### config.mk
export PLATFORM = sky130hd
export DESIGN_NAME = xintf_regfile_slave_flat
export DESIGN_NICKNAME = d
export VERILOG_FILES = /design/src/rtl/xintf_regfile_slave_if.sv /design/src/rtl/xintf_regfile_slave.sv /design/src/flat_wrapper.sv
export SDC_FILE = /design/constraint.sdc
export NUM_CORES = 1
export LEC_CHECK = 0
export BUFFER_PORTS_ARGS = -buffer_cell sky130_fd_sc_hd__buf_4
export CAP_MARGIN = 20
export CORE_MARGIN = 3
export CORE_UTILIZATION = 59
export CTS_CLUSTER_SIZE = 12
export DETAILED_ROUTE_END_ITERATION = 6
export PLACE_DENSITY_LB_ADDON = 0.12
export SETUP_SLACK_MARGIN = 0.15
export SLEW_MARGIN = 20
export SYNTH_ARGS = -nofsm -noshare
export SYNTH_HDL_FRONTEND = slang
export SYNTH_SLANG_ARGS = --single-unit
### constraint.sdc
create_clock -name clk -period 6.1 [get_ports clk]
set_input_delay 0.61 -clock clk [delete_from_list [all_inputs] [get_ports clk]]
set_output_delay 0.61 -clock clk [all_outputs]
set_load 0.02 [all_outputs]
### src/rtl/xintf_regfile_slave_if.sv
// DSP XINTF pin bundle: address, strobes and split data bus.
// The master drives the pins; the slave returns read data and the pad enable.
interface xintf_regfile_slave_if #(
  parameter int ADDR_W = 15,
  parameter int DATA_W = 16
);
  logic [ADDR_W-1:0] address;
  logic              nCS;
  logic              nRD;
  logic              nWR;
  logic [DATA_W-1:0] data_in;
  logic [DATA_W-1:0] data_out;
  logic              data_oe;

  modport master (
    output address, nCS, nRD, nWR, data_in,
    input  data_out, data_oe
  );

  modport slave (
    input  address, nCS, nRD, nWR, data_in,
    output data_out, data_oe
  );
endinterface

### src/rtl/xintf_regfile_slave.sv
// DSP XINTF slave: NUM_REGS R/W words plus one read-only status word, with
// synchronised strobes, commit-on-release writes and fabric wr/rd pulses.
//
// state     | meaning
// ST_IDLE   | no write in progress
// ST_WACT   | synced nWR low, capturing address/data every cycle
// ST_COMMIT | nWR released, apply captured write for one cycle
module xintf_regfile_slave #(
  parameter int                 ADDR_W      = 15,
  parameter int                 DATA_W      = 16,
  parameter logic [ADDR_W-1:0]  BASE_ADDR   = 15'h3FF0,
  parameter int                 NUM_REGS    = 16,
  parameter int                 SYNC_STAGES = 2,
  parameter logic [DATA_W-1:0]  RESET_VAL   = '0
) (
  input  logic                         clk,
  input  logic                         nRST,
  xintf_regfile_slave_if.slave         bus,
  output logic [NUM_REGS*DATA_W-1:0]   regs_flat,
  input  logic [DATA_W-1:0]            status_in,
  output logic                         wr_strobe,
  output logic [5:0]                   wr_index,
  output logic                         rd_strobe,
  output logic [5:0]                   rd_index,
  output logic                         err_flag,
  input  logic                         err_clear
);

  typedef enum logic [1:0] {ST_IDLE, ST_WACT, ST_COMMIT} wstate_e;

  localparam logic [ADDR_W:0] STATUS_OFF = (ADDR_W+1)'(NUM_REGS);

  function automatic logic [ADDR_W:0] win_off(input logic [ADDR_W-1:0] a);
    return {1'b0, a} - {1'b0, BASE_ADDR};
  endfunction

  function automatic logic win_hit(input logic [ADDR_W:0] off);
    return !off[ADDR_W] && (off <= STATUS_OFF);
  endfunction

  wstate_e                 state_q, state_d;
  logic [SYNC_STAGES-1:0]  cs_sync_q, rd_sync_q, wr_sync_q;
  logic                    s_cs, s_rd, s_wr;
  logic                    srd_prev_q;
  logic                    conflict, conflict_q, conflict_d;

  logic [DATA_W-1:0]       regs_q [NUM_REGS];
  logic [DATA_W-1:0]       regs_d [NUM_REGS];

  logic [ADDR_W-1:0]       waddr_q, waddr_d;
  logic [DATA_W-1:0]       wdata_q, wdata_d;
  logic                    cap_valid_q, cap_valid_d;
  logic [ADDR_W:0]         w_off;
  logic                    wr_strobe_q, wr_strobe_d;
  logic [5:0]              wr_index_q, wr_index_d;
  logic                    wr_err;

  logic                    rd_act_q, rd_act_d;
  logic [ADDR_W-1:0]       rd_addr_q, rd_addr_d;
  logic [ADDR_W:0]         r_off;
  logic                    rd_strobe_q, rd_strobe_d;
  logic [5:0]              rd_index_q, rd_index_d;
  logic                    rd_err;

  logic [ADDR_W:0]         pin_off;
  logic                    pin_hit;
  logic [DATA_W-1:0]       rd_word;
  logic [DATA_W-1:0]       data_out_q;
  logic                    err_q, err_d;

  assign s_cs     = cs_sync_q[SYNC_STAGES-1];
  assign s_rd     = rd_sync_q[SYNC_STAGES-1];
  assign s_wr     = wr_sync_q[SYNC_STAGES-1];
  assign conflict = !s_cs && !s_rd && !s_wr;

  // Write FSM: next state, capture and commit.
  always_comb begin
    state_d     = state_q;
    waddr_d     = waddr_q;
    wdata_d     = wdata_q;
    cap_valid_d = cap_valid_q;
    regs_d      = regs_q;
    wr_strobe_d = 1'b0;
    wr_index_d  = wr_index_q;
    wr_err      = 1'b0;
    w_off       = win_off(waddr_q);
    case (state_q)
      ST_IDLE: begin
        if (!s_cs && !s_wr && s_rd && !conflict_q) state_d = ST_WACT;
      end
      ST_WACT: begin
        if (conflict) begin
          state_d     = ST_IDLE;
          cap_valid_d = 1'b0;
        end else if (s_wr) begin
          state_d = ST_COMMIT;
        end else if (s_cs) begin
          state_d     = ST_IDLE;
          cap_valid_d = 1'b0;
        end else begin
          waddr_d     = bus.address;
          wdata_d     = bus.data_in;
          cap_valid_d = 1'b1;
        end
      end
      ST_COMMIT: begin
        state_d     = ST_IDLE;
        cap_valid_d = 1'b0;
        if (cap_valid_q) begin
          if (!win_hit(w_off)) begin
            wr_err = 1'b1;
          end else if (w_off < STATUS_OFF) begin
            for (int i = 0; i < NUM_REGS; i++) begin
              if (w_off == (ADDR_W+1)'(i)) regs_d[i] = wdata_q;
            end
            wr_strobe_d = 1'b1;
            wr_index_d  = w_off[5:0];
          end
        end
      end
      default: state_d = ST_IDLE;
    endcase
  end

  // Read completion tracking; a read seen overlapping a write never completes.
  always_comb begin
    rd_act_d    = rd_act_q;
    rd_addr_d   = rd_addr_q;
    rd_strobe_d = 1'b0;
    rd_index_d  = rd_index_q;
    rd_err      = 1'b0;
    r_off       = win_off(rd_addr_q);
    conflict_d  = conflict_q;
    if (conflict) conflict_d = 1'b1;
    else if (s_cs || (s_rd && s_wr)) conflict_d = 1'b0;

    if (conflict) begin
      rd_act_d = 1'b0;
    end else if (!s_cs && !s_rd) begin
      if (!conflict_q) begin
        rd_act_d  = 1'b1;
        rd_addr_d = bus.address;
      end
    end else if (s_rd && !srd_prev_q && rd_act_q) begin
      rd_act_d = 1'b0;
      if (win_hit(r_off)) begin
        rd_strobe_d = 1'b1;
        rd_index_d  = r_off[5:0];
      end else begin
        rd_err = 1'b1;
      end
    end else if (s_cs) begin
      rd_act_d = 1'b0;
    end
  end

  always_comb begin
    pin_off = win_off(bus.address);
    pin_hit = win_hit(pin_off);
    rd_word = '0;
    if (pin_hit) begin
      if (pin_off == STATUS_OFF) begin
        rd_word = status_in;
      end else begin
        for (int i = 0; i < NUM_REGS; i++) begin
          if (pin_off == (ADDR_W+1)'(i)) rd_word = regs_q[i];
        end
      end
    end
  end

  always_comb begin
    err_d = err_q;
    if (wr_err || rd_err || conflict) err_d = 1'b1;
    else if (err_clear)               err_d = 1'b0;
  end

  always_ff @(posedge clk or negedge nRST) begin
    if (!nRST) begin
      state_q     <= ST_IDLE;
      cs_sync_q   <= '1;
      rd_sync_q   <= '1;
      wr_sync_q   <= '1;
      srd_prev_q  <= 1'b1;
      conflict_q  <= 1'b0;
      for (int i = 0; i < NUM_REGS; i++) regs_q[i] <= RESET_VAL;
      waddr_q     <= '0;
      wdata_q     <= '0;
      cap_valid_q <= 1'b0;
      wr_strobe_q <= 1'b0;
      wr_index_q  <= '0;
      rd_act_q    <= 1'b0;
      rd_addr_q   <= '0;
      rd_strobe_q <= 1'b0;
      rd_index_q  <= '0;
      data_out_q  <= '0;
      err_q       <= 1'b0;
    end else begin
      state_q     <= state_d;
      cs_sync_q   <= {cs_sync_q[SYNC_STAGES-2:0], bus.nCS};
      rd_sync_q   <= {rd_sync_q[SYNC_STAGES-2:0], bus.nRD};
      wr_sync_q   <= {wr_sync_q[SYNC_STAGES-2:0], bus.nWR};
      srd_prev_q  <= s_rd;
      conflict_q  <= conflict_d;
      regs_q      <= regs_d;
      waddr_q     <= waddr_d;
      wdata_q     <= wdata_d;
      cap_valid_q <= cap_valid_d;
      wr_strobe_q <= wr_strobe_d;
      wr_index_q  <= wr_index_d;
      rd_act_q    <= rd_act_d;
      rd_addr_q   <= rd_addr_d;
      rd_strobe_q <= rd_strobe_d;
      rd_index_q  <= rd_index_d;
      data_out_q  <= rd_word;
      err_q       <= err_d;
    end
  end

  // Pad enable follows the pins directly so the DSP sees data without sync lag.
  assign bus.data_oe  = !bus.nCS && !bus.nRD && bus.nWR && pin_hit;
  assign bus.data_out = data_out_q;

  for (genvar g = 0; g < NUM_REGS; g++) begin : g_flat
    assign regs_flat[g*DATA_W +: DATA_W] = regs_q[g];
  end

  assign wr_strobe = wr_strobe_q;
  assign wr_index  = wr_index_q;
  assign rd_strobe = rd_strobe_q;
  assign rd_index  = rd_index_q;
  assign err_flag  = err_q;

endmodule

### src/flat_wrapper.sv
// flat-port wrapper written by rule: the top's interface ports become plain ports
module xintf_regfile_slave_flat 
#(
  parameter int                 ADDR_W      = 15,
  parameter int                 DATA_W      = 16,
  parameter logic [ADDR_W-1:0]  BASE_ADDR   = 15'h3FF0,
  parameter int                 NUM_REGS    = 16,
  parameter int                 SYNC_STAGES = 2,
  parameter logic [DATA_W-1:0]  RESET_VAL   = '0
)
  (clk, nRST, regs_flat, status_in, wr_strobe, wr_index, rd_strobe, rd_index, err_flag, err_clear, bus_address, bus_nCS, bus_nRD, bus_nWR, bus_data_in, bus_data_out, bus_data_oe);
  xintf_regfile_slave_if #(.ADDR_W(ADDR_W), .DATA_W(DATA_W)) bus_i ();
  input  logic clk;
  input  logic nRST;
  output logic [NUM_REGS*DATA_W-1:0] regs_flat;
  input  logic [DATA_W-1:0] status_in;
  output logic wr_strobe;
  output logic [5:0] wr_index;
  output logic rd_strobe;
  output logic [5:0] rd_index;
  output logic err_flag;
  input  logic err_clear;
  input wire logic [$bits(bus_i.address)-1:0] bus_address;
  input wire logic [$bits(bus_i.nCS)-1:0] bus_nCS;
  input wire logic [$bits(bus_i.nRD)-1:0] bus_nRD;
  input wire logic [$bits(bus_i.nWR)-1:0] bus_nWR;
  input wire logic [$bits(bus_i.data_in)-1:0] bus_data_in;
  output wire logic [$bits(bus_i.data_out)-1:0] bus_data_out;
  output wire logic [$bits(bus_i.data_oe)-1:0] bus_data_oe;
  assign bus_i.address = bus_address;
  assign bus_i.nCS = bus_nCS;
  assign bus_i.nRD = bus_nRD;
  assign bus_i.nWR = bus_nWR;
  assign bus_i.data_in = bus_data_in;
  assign bus_data_out = bus_i.data_out;
  assign bus_data_oe = bus_i.data_oe;
  xintf_regfile_slave #(.ADDR_W(ADDR_W), .DATA_W(DATA_W), .BASE_ADDR(BASE_ADDR), .NUM_REGS(NUM_REGS), .SYNC_STAGES(SYNC_STAGES), .RESET_VAL(RESET_VAL)) u_core (.clk(clk), .nRST(nRST), .bus(bus_i), .regs_flat(regs_flat), .status_in(status_in), .wr_strobe(wr_strobe), .wr_index(wr_index), .rd_strobe(rd_strobe), .rd_index(rd_index), .err_flag(err_flag), .err_clear(err_clear));
endmodule
==> impl_results.rst, run 1 <==
.. list-table::
   :header-rows: 1

   * - Metric
     - Value
   * - Outcome
     - completed
   * - Final WS setup
     - 2.58 ns
   * - Final slew viol count
     - 0
   * - Register area
     - 8640 um^2
   * - Final period utilization
     - 57.7%
   * - Hold buffer count at CTS
     - 0
   * - Number of antenna violations at the first check in global routing
     - 0
   * - Max-capacitance violation count
     - 0
   * - Asr flop ratio synth
     - between 90% and 100%
   * - Total iterations of the first detailed-routing run
     - 5
   * - Data arrival time of the worst path
     - 3.91 ns
   * - Setup repair after global routing missed its margin
     - false
   * - TritonCTS clock tree
     - yes
   * - Global-route wire length before repair
     - 75300 um
   * - Number of vias per cell after detailed routing
     - 6.44
   * - Commonest register cell after synthesis
     - dfrtp_1
   * - Yosys Warn Count
     - 0
   * - Final Hold Vio Count
     - 0
   * - Post-CTS setup buffer count
     - 0
   * - Die width
     - between 150 and 200 um
   * - DIE AREA
     - ~29000 um^2
   * - Classification of the worst-slack hold path
     - input pin to asynchronous set/reset pin
   * - Peak VDD IR
     - 0.247 mV
   * - Count of nets left with antenna violations after detail routing
     - 0
   * - Number of different library cells in the post-synthesis netlist
     - 75
   * - Fraction of layout cells with a size suffix above 1
     - 51.7%
   * - Count of buffers inserted at the top-level ports
     - 340
   * - Via count of the first global-routing pass
     - 12000
   * - Leakage
     - 0.00989 uW
   * - Cell at the root of the clock tree
     - clkbuf_16
   * - Most numerous cell in the Yosys netlist
     - dfrtp_1
   * - Routability congestion estimate
     - 0.931
   * - Area of the core region
     - 26100 um^2
   * - Standard-cell row count
     - around 60
   * - Endpoint type of the worst setup path
     - register
   * - Detailed placement HPWL
     - about 35000 um
   * - H-tree depth reported by CTS
     - 2
   * - Mean routed wirelength per cell
     - approximately 27 um
   * - Total inserted antenna cells
     - 0
   * - Worst-case clock buffer depth
     - 3
   * - DR vias
     - between 10000 and 15000
   * - Share of the core filled with cells in the final layout
     - 75.1%
   * - Fraction of post-synthesis cell area in the top cell type by area
     - 53.7%
   * - Final sum of negative setup slack
     - 0 ns
   * - Multi-input combinational cell area
     - 6660 um^2
   * - Setup-failing EPs final
     - 0
   * - Type of the setup path with the least slack
     - register to register
   * - DRC viols
     - 0
   * - Crit path launch type
     - register
   * - Overall track demand over capacity in global routing
     - 34.4%
   * - Number of synthesized register bits
     - 345
   * - Number of primary I/O pins
     - about 340
   * - Launching point of the worst reg2reg path
     - u_core.waddr_q[5]$_DFFE_PN0P_
   * - Total detailed-routing wirelength
     - 50500 um
   * - Mapped Nets
     - roughly 1200
   * - Leading area contributor after synthesis
     - dfrtp_1
   * - Die Y
     - 169 um
   * - Measured slew at the worst slew-check pin
     - approximately 1.1 ns
   * - Number of clock buffers inserted by TritonCTS
     - 37
   * - Biggest fanout along the worst timing path
     - 16
   * - Worst-skew pair later-pin latency
     - 0.53 ns
   * - Data required, critical path
     - 6.50 ns
   * - Synth Instances
     - 1169
   * - Worst slack at placement
     - 2.66 ns
   * - Number of fillers in the final layout
     - about 1800
   * - Power Density
     - about 270 nW/um^2
   * - Initial core utilization
     - between 60% and 70%
   * - Final setup skew
     - 0.0274 ns
   * - Final global-route overflow total
     - 0
   * - Total clock sinks
     - 345
   * - Top area cells in the synthesized netlist
     - dfrtp_1 54%, mux2_2 23%, mux4_2 2.4%
   * - Largest net degree at the start of global routing
     - 137
   * - Relative area change from synthesis to final layout
     - 24.6%
   * - Commonest cells in the synthesized netlist
     - 338 x dfrtp_1, 327 x mux2_2, 54 x clkbuf_1
   * - Quantity of gates resized following cts
     - 0
   * - Sequential cell area fraction in the yosys report
     - 54.9%
   * - Achievable frequency
     - 0.284 GHz
   * - Iteration-0 DRC Markers
     - 1341
   * - Minimum period implied by the final worst setup slack
     - about 3.5 ns
   * - Number of flops mapped to enable cells by yosys
     - 0
   * - Combined area of all synthesized cells
     - 15800 um^2
   * - Tightest slew margin relative to the limit
     - 23.9%
   * - Critical Path Source
     - u_core.waddr_q[5]$_DFFE_PN0P_
   * - Per-instance average area after synthesis
     - 13.5 um^2
   * - Post-CTS clock slew at the launch and capture registers of the worst setup and hold paths
     - approximately 0.06 ns
   * - Number of nets at the end of the flow
     - 1545
-- sequential cells by signal, indices dropped and copies added, names as in the netlist, 6 cells and up --
register	flops
u_core.bus.data_out	16
u_core.rd_addr_q	15
u_core.rd_index	6
u_core.regs_flat	256
u_core.waddr_q	15
u_core.wdata_q	16
u_core.wr_index	6
-- final cells by class --
cell class | count | share of cell area (%)
repair buffers | 357 | 13.8
flip-flops and latches | 345 | 44.0
clock inverters | 6 | 0.300
inverters | 14 | 0.268
clock buffers | 58 | 5.59
well taps | 335 | 2.13
multi-input cells | 730 | 33.9
-- worst max-delay path, stage by stage (launching register included) --
cell	delay [ns]
dfrtp_1	0.37
ha_1	0.19
nand3_1	0.12
or4_4	0.54
a2111oi_2	0.36
buf_4	0.26
and3b_1	0.27
nor2b_2	0.85
mux2_2	0.43
-- cells in the final DEF, fill, tap and decap left out, types with 5 or more instances in the layout --
cell type,count
buf_4,355
dfrtp_1,338
mux2_2,327
nand2_1,42
clkbuf_16,39
o21ai_0,38
nor2_1,28
a22oi_1,20
a21oi_1,18
nor3_1,17
mux4_2,17
inv_1,14
clkbuf_1,14
nor4_1,13
o22ai_1,13
nand2b_1,12
a31oi_1,12
o221ai_1,10
nand4_1,9
nand3_1,9
nor2b_1,9
mux2i_1,8
a22o_1,7
a221oi_1,7
a221o_1,7
o2bb2ai_1,7
ha_1,7
dfstp_2,7
a211oi_1,6
clkbuf_8,5
-- through the flow --
stage / hold slack [ns] / power (uW) / std cells / cell area [um^2]
floorplan: 0.314 / 2950 / 1169 / 15800
global placement: 0.345 / 3210 / 1781 / 18500
detailed placement: 0.349 / 3230 / 1781 / 18500
CTS: 0.0798 / 5370 / 1845 / 19600
global route: 0.0924 / 5550 / 1845 / 19600
finish: 0.0501 / 5390 / 1845 / 19600
-- report_power, final --
group          switching (uW)  leakage, uW  internal (uW)
registers                 371      0.00472           2410
clock network             895     0.000567           1280
logic                     233      0.00460            203
total                    1500      0.00989           3890
-- path summary, 6_finish.rpt --
kind	end	slack, ns	cells past startpoint
min in group clk	u_core.rd_sync_q[0]$_DFF_PN1_	0.22	1
worst min register to register	u_core.wr_sync_q[1]$_DFF_PN1_	0.36	0
max in group asynchronous	u_core.regs_flat[16]$_DFFE_PN0P_	4.59	2
worst max register to register	u_core.regs_flat[115]$_DFFE_PN0P_	2.58	8
worst min-delay path	u_core.rd_index[4]$_DFFE_PN0P_	0.05	1
worst max-delay path	u_core.regs_flat[115]$_DFFE_PN0P_	2.58	8
-- per-layer routing --
metal	up-vias	routed length (um)	track usage [%]
li1	4996	-	-
met1	6062	20100	47.5
met2	690	23400	53.5
met3	131	5100	8.74
met4	0	1980	13.0
met5	-	0	0
-- kinds of logic after synthesis --
group | after synthesis | share of synthesized area, %
multiplexers | 356 | 26.6
AO/OA/AOI/OAI | 172 | 7.69
buffers and inverters | 94 | 2.95
AND/OR/NAND/NOR | 193 | 7.21
adder cells (fa/ha/maj) | 8 | 0.620
flip-flops | 345 | 54.9
XOR/XNOR | 1 | 0.0556
Note: power is estimated with default switching activity, not from simulation.
==> inputs of run 2 (changes only) <==
Settings changed: CORE_UTILIZATION 59 to 55.
Clock period 6.1 ns to 3.3 ns, I/O delays scaled along.
==> run 2 against run 1 <==
Compared with the run above:
- sequential share of layout area shrank 1.3 points
- total power up 89%
- first-iteration DRC count down 20%
- via count grew 1.2%
- critical endpoint is now u_core.regs_flat[11]$_DFFE_PN0P_
- combinational power grew 91%
- non-clock buffer count is 54 higher
- worst hold slack lost 0.016 ns
- register-to-register slack got worse by 2.4 ns
- sequential power rose by 85%
- worst setup slack worse by 2.4 ns
- sequential cell count stayed put
- fmax grew 13%
==> impl_results.rst, run 2 (synthesis gave the netlist of run 1 again) <==
.. list-table::
   :header-rows: 1

   * - Metric
     - Value
   * - Global-route wire length before repair
     - 77900 um
   * - Power Density
     - 502 nW/um^2
   * - Hold Path Sink
     - u_core.bus.data_out[11]$_DFF_PN0_
   * - Via count of the first global-routing pass
     - 12400
   * - Cell Int Power
     - 7350 uW
   * - Total iterations of the first detailed-routing run
     - 5
   * - Biggest fanout along the worst timing path
     - 16
   * - Tightest slew margin relative to the limit
     - 45.9%
   * - Count of nets left with antenna violations after detail routing
     - 0
   * - Detailed placement HPWL
     - 36600 um
   * - Relative area change from synthesis to final layout
     - 28.4%
   * - Share of power burned in the clock network
     - 41.2%
   * - Cell chain of the critical path
     - ha_1 -> nand3_1 -> or4_4 -> a2111oi_2 -> buf_4 -> and2_1 -> nand2_2 -> mux2_2
   * - Routability congestion estimate
     - ~0.89
   * - Total detailed-routing wirelength
     - roughly 51000 um
   * - Largest register FFs
     - 256
   * - Data required, critical path
     - 3.70 ns
   * - Die width
     - 175 um
   * - Max-capacitance violation count
     - 0
   * - Number of vias per cell after detailed routing
     - between 6 and 7
   * - Die Y
     - about 180 um
   * - Initial core utilization
     - between 50% and 60%
   * - Min Hold Slack
     - 0.0339 ns
   * - Launching point of the worst reg2reg path
     - u_core.waddr_q[5]$_DFFE_PN0P_
   * - Final sum of negative setup slack
     - 0 ns
   * - Multi-input combinational cell area
     - 6660 um^2
   * - Register share of total power
     - roughly 51%
   * - Type of the setup path with the least slack
     - register to register
   * - Setup repair after global routing missed its margin
     - true
   * - Worst-case clock buffer depth
     - 3
   * - Commonest non-fill, non-tap cell in the layout
     - buf_4
   * - Number of primary I/O pins
     - approximately 340
   * - Worst-skew pair later-pin latency
     - 0.52 ns
   * - Standard-cell row count
     - 61
   * - Number of nets at the end of the flow
     - 1600
   * - Iteration-0 DRC Markers
     - 1074
   * - Dpl cell area
     - 18900 um^2
   * - Crit path launch type
     - register
   * - Measured slew at the worst slew-check pin
     - 0.811 ns
   * - Number of clock buffers inserted by TritonCTS
     - 38
   * - Area of the core region
     - 28000 um^2
   * - DRC viols
     - 0
   * - Count of buffers inserted at the top-level ports
     - 340
   * - Switching portion of total power
     - 27.7%
   * - Commonest cells after routing, fill and taps aside
     - 402 x buf_4, 338 x dfrtp_1, 327 x mux2_2
   * - Startpoint of the tightest hold check path
     - status_in[11]
   * - Register area
     - just under 9000 um^2
   * - Cell at the root of the clock tree
     - clkbuf_16
   * - Post-CTS clock slew at the launch and capture registers of the worst setup and hold paths
     - ~0.06 ns
   * - End of the worst register-to-register path
     - u_core.regs_flat[11]$_DFFE_PN0P_
   * - Mean routed wirelength per cell
     - approximately 26 um
   * - Worst path slowest cell
     - or4_4
   * - Classification of the worst-slack hold path
     - input pin to register
   * - Largest net degree at the start of global routing
     - 103
   * - Share of total power in combinational logic
     - around 8%
   * - Total clock sinks
     - 345
   * - Endpoint type of the worst setup path
     - register
   * - DR vias
     - 12000
   * - Final period utilization
     - about 94%
   * - H-tree depth reported by CTS
     - 2
   * - Final Hold Vio Count
     - 0
   * - Final slew viol count
     - 0
   * - Overall track demand over capacity in global routing
     - 33.3%
   * - Outcome
     - completed
   * - Switching power
     - 2810 uW
   * - Worst Reg-to-Reg Cells
     - 8
   * - Final global-route overflow total
     - 0
   * - Design Power
     - around 10000 uW
   * - Layout Cell Area excl Fill
     - between 20000 and 25000 um^2
   * - Leakage
     - between 0.01 and 0.015 uW
   * - Worst slack at placement
     - 0.190 ns
   * - Setup-failing EPs final
     - 0
   * - Minimum period implied by the final worst setup slack
     - 3.11 ns
   * - Final WS setup
     - 0.185 ns
   * - Peak VDD IR
     - about 0.47 mV
   * - Fraction of layout cells with a size suffix above 1
     - 53.4%
   * - Longest individual stage delay on the worst path
     - 0.53 ns
   * - Final setup skew
     - 0.0116 ns
   * - Number of antenna violations at the first check in global routing
     - 0
   * - Reg-to-reg slack, setup
     - 0.19 ns
   * - Achievable frequency
     - 0.321 GHz
   * - DIE AREA
     - 30700 um^2
   * - TritonCTS clock tree
     - yes
   * - Hold Path Depth
     - 3
   * - Total inserted antenna cells
     - 0
   * - Number of fillers in the final layout
     - 1986
   * - Data arrival time of the worst path
     - 3.52 ns
## run 2: how the worst max path moves through the flow
| stage | start | to | depth (start not counted) |
|---|---|---|---|
| 2_1_floorplan | u_core.waddr_q[4]$_DFFE_PN0P_ | u_core.regs_flat[182]$_DFFE_PN0P_ | 11 |
| 3_3_place_gp | u_core.waddr_q[4]$_DFFE_PN0P_ | u_core.regs_flat[33]$_DFFE_PN0P_ | 8 |
| 3_5_place_dp | u_core.waddr_q[5]$_DFFE_PN0P_ | u_core.regs_flat[28]$_DFFE_PN0P_ | 8 |
| 4_1_cts | u_core.waddr_q[5]$_DFFE_PN0P_ | u_core.regs_flat[1]$_DFFE_PN0P_ | 8 |
| 5_1_grt | u_core.waddr_q[4]$_DFFE_PN0P_ | u_core.regs_flat[7]$_DFFE_PN0P_ | 8 |
| 6_report | u_core.waddr_q[5]$_DFFE_PN0P_ | u_core.regs_flat[11]$_DFFE_PN0P_ | 8 |
## run 2: final cells by class
type                    count  share of cell area (%)
multi-input cells         730                    33.0
flip-flops and latches    345                    42.7
well taps                 378                    2.34
inverters                  14                   0.260
clock buffers              63                    5.98
repair buffers            411                    15.6
clock inverters             5                   0.148
## run 2: power by group through the flow
stage                     clock network [uW]  registers (uW)  logic [uW]
after floorplan                            0            4750         709
after global placement                     0            5160         805
after detailed placement                   0            5170         821
after CTS                               4220            5100         831
after global routing                    4400            5190         913
final                                   4190            5140         832
## run 2: critical path, delay by kind of cell, from the launching register on
family | cells | cell delay [ns]
fa+ha+maj | 1 | 0.20
mux | 1 | 0.42
simple gates | 4 | 1.35
compound gates | 1 | 0.38
flops | 1 | 0.37
buf+inv | 1 | 0.24
## run 2: layer usage
layer	track usage (%)	vias up	routed length, um
li1	-	5103	-
met5	0	-	0
met2	52.5	615	24200
met4	11.4	0	1780
met1	46.2	6189	20900
met3	7.26	112	4550
## run 2: repair_timing
action | 4_1_cts | 5_1_grt
buffers inserted | 0 | 6
setup endpoints to repair | 0 | 100
hold endpoints to repair | 97 | 0
hold buffers | 4 | 0
gates resized for setup | 0 | 1
## run 2: stage by stage
stage | instances | utilization [%]
after global routing | 1946 | 72.2
after detailed placement | 1868 | 67.4
after floorplan | 1169 | -
after global placement | 1868 | 67.4
final | 1946 | 72.2
after CTS | 1940 | 72.0
==> inputs of run 3 (changes only) <==
==> constraint.sdc (replaced) <==
create_clock -name clk -period 3.3 [get_ports clk]
set_input_delay 0.99 -clock clk [delete_from_list [all_inputs] [get_ports clk]]
set_output_delay 0.99 -clock clk [all_outputs]
set_load 0.02 [all_outputs]
==> run 3 against run 2 <==
Compared with the run above:
- cell count increased by 0.62%
- die area stayed put
- via count up 0.88%
- clock power up 3%
- register-to-register slack barely moved
==> impl_results.rst, run 3 (synthesis gave the netlist of run 1 again) <==
.. list-table::
   :header-rows: 1

   * - Metric
     - Value
   * - Iteration-0 DRC Markers
     - 982
   * - Final standard cell count with taps included and fillers excluded
     - 1958
   * - Data arrival time of the worst path
     - 2.19 ns
   * - Leakage
     - 0.0104 uW
   * - Layout Cell Area excl Fill
     - around 21000 um^2
   * - Biggest fanout along the worst timing path
     - 5
   * - Mean routed wirelength per cell
     - 26.5 um
   * - Endpoint type of the worst setup path
     - primary output
   * - Share of power burned in the clock network
     - 41.7%
   * - Final slew viol count
     - 0
   * - Power Density
     - 505 nW/um^2
   * - Crit path launch type
     - input pin
   * - Switching portion of total power
     - between 20 and 30%
   * - Routability congestion estimate
     - 0.958
   * - Count of buffers inserted at the top-level ports
     - 340
   * - Total iterations of the first detailed-routing run
     - 5
   * - Setup-failing EPs final
     - 0
   * - Number of vias per cell after detailed routing
     - 6.19
   * - Die Y
     - ~180 um
   * - Total inserted antenna cells
     - 0
   * - Number of clock buffers inserted by TritonCTS
     - 38
   * - Switching power
     - 2850 uW
   * - Cell chain of the critical path
     - buf_4 -> nor3_1 -> nand3_2 -> a21oi_4 -> nor2_4 -> nor4b_4 -> buf_4
   * - Detailed placement HPWL
     - 37000 um
   * - Setup repair after global routing missed its margin
     - true
   * - Via count of the first global-routing pass
     - 12500
   * - Area of the core region
     - around 28000 um^2
   * - Minimum period implied by the final worst setup slack
     - 3.18 ns
   * - Type of the setup path with the least slack
     - input pin to primary output
   * - Global-route wire length before repair
     - 78300 um
   * - Longest individual stage delay on the worst path
     - 0.27 ns
   * - Classification of the worst-slack hold path
     - register to register
   * - Overall track demand over capacity in global routing
     - 33.4%
   * - Register share of total power
     - 49.8%
   * - DP Cell Count
     - 1885
   * - Post-CTS clock slew at the launch and capture registers of the worst setup and hold paths
     - 0.06 ns
   * - Worst-skew pair later-pin latency
     - 0.53 ns
   * - Cell Int Power
     - 7510 uW
   * - TritonCTS clock tree
     - yes
   * - Min Hold Slack
     - 0.355 ns
   * - Outcome
     - completed
   * - Max-capacitance violation count
     - 0
   * - Final sum of negative setup slack
     - 0 ns
   * - Die width
     - 175 um
   * - Final period utilization
     - 96.2%
   * - Final Hold Vio Count
     - 0
   * - Largest net degree at the start of global routing
     - 71
   * - Number of primary I/O pins
     - 341
   * - Worst path slowest cell
     - nor3_1
   * - Cell repeated most along the worst path
     - buf_4
   * - Fraction of layout cells with a size suffix above 1
     - 54.7%
   * - Worst-case clock buffer depth
     - 3
   * - Standard-cell row count
     - 61
   * - Achievable frequency
     - between 0.3 and 0.4 GHz
   * - DRC viols
     - 0
   * - Initial core utilization
     - 56.2%
   * - Commonest cells after routing, fill and taps aside
     - 411 x buf_4, 338 x dfrtp_1, 327 x mux2_2
   * - DIE AREA
     - 30700 um^2
   * - Largest register FFs
     - 256
   * - Data required, critical path
     - 2.31 ns
   * - Measured slew at the worst slew-check pin
     - 0.752 ns
   * - Total clock sinks
     - ~350
   * - DR vias
     - 12100
   * - Peak VDD IR
     - 0.417 mV
   * - Worst slack at placement
     - -0.0956 ns
   * - Cell at the root of the clock tree
     - clkbuf_16
   * - Relative area change from synthesis to final layout
     - 30.3%
   * - H-tree depth reported by CTS
     - 2
   * - Final setup skew
     - 0.0203 ns
   * - Total detailed-routing wirelength
     - 51800 um
   * - Count of nets left with antenna violations after detail routing
     - 0
   * - Share of total power in combinational logic
     - 8.4%
   * - Final global-route overflow total
     - 0
   * - Number of nets at the end of the flow
     - 1612
   * - Number of antenna violations at the first check in global routing
     - 0
   * - Commonest non-fill, non-tap cell in the layout
     - buf_4
   * - Tightest slew margin relative to the limit
     - 49.5%
   * - Dpl cell area
     - around 19000 um^2
   * - Hold buffer count at CTS
     - 0
   * - Final WS setup
     - 0.124 ns
[run 3: cell types whose count changed in the layout (fill, tap and decap cells not counted), sizes merged]
| cell | delta |
|---|---|
| buf | +16 |
| dlygate4sd3 | -4 |
| bufinv | +3 |
| clkbuf | -3 |
| clkinv | +2 |
| clkinvlp | -2 |
[run 3: path summary, 6_finish.rpt]
kind / start / endpoint / slack [ns] / cells after the start
max in group asynchronous: nRST / u_core.cs_sync_q[0]$_DFF_PN1_ / 2.05 / 2
min in group asynchronous: nRST / u_core.rd_index[3]$_DFFE_PN0P_ / 0.43 / 1
max reg2reg: u_core.waddr_q[5]$_DFFE_PN0P_ / u_core.regs_flat[51]$_DFFE_PN0P_ / 0.18 / 8
min reg2reg: u_core.rd_sync_q[0]$_DFF_PN1_ / u_core.rd_sync_q[1]$_DFF_PN1_ / 0.36 / 0
min: u_core.rd_sync_q[0]$_DFF_PN1_ / u_core.rd_sync_q[1]$_DFF_PN1_ / 0.36 / 0
max: bus_address[8] / bus_data_oe / 0.12 / 7
[run 3: power groups by stage]
stage	clock (uW)	sequential, uW	combinational, uW
2_1_floorplan	0	4750	717
3_3_place_gp	0	5170	818
3_5_place_dp	0	5190	841
4_1_cts	4370	5120	863
5_1_grt	4550	5200	957
6_report	4320	5160	875
[run 3: worst max-delay path, delay by kind of cell]
kind | cells | cell delay (ns)
AOI/OAI and AO/OA | 1 | 0.19
buffers and inverters | 2 | 0.31
and+or+nand+nor | 4 | 0.70
[run 3: layout make-up]
cell class / instances / area [um^2]
flip-flops and latches: 345 / 8640
fillers: 1970 / 7490
multi-input cells: 730 / 6790
repair buffers: 423 / 3290
clock buffers: 60 / 1160
well taps: 378 / 473
clock inverters: 8 / 115
inverters: 14 / 52.6
[run 3: timing repair]
action,4_1_cts,5_1_grt
gates resized for setup,13,4
setup buffers,5,0
pin swaps,8,1
endpoints found under the setup margin,1,21
[run 3: per-stage QoR]
step	total power, uW	utilization, %
after CTS	10400	73.2
after floorplan	5460	-
after global placement	5990	68.3
final	10400	73.3
after detailed placement	6030	68.3
after global routing	10700	73.3
[run 3: routing by layer]
metal	up-vias	track usage, %	wire [um]
met4	0	11.6	1840
met5	-	0	0
met2	580	52.1	24200
met3	117	8.87	5000
li1	5156	-	-
met1	6272	45.7	20800
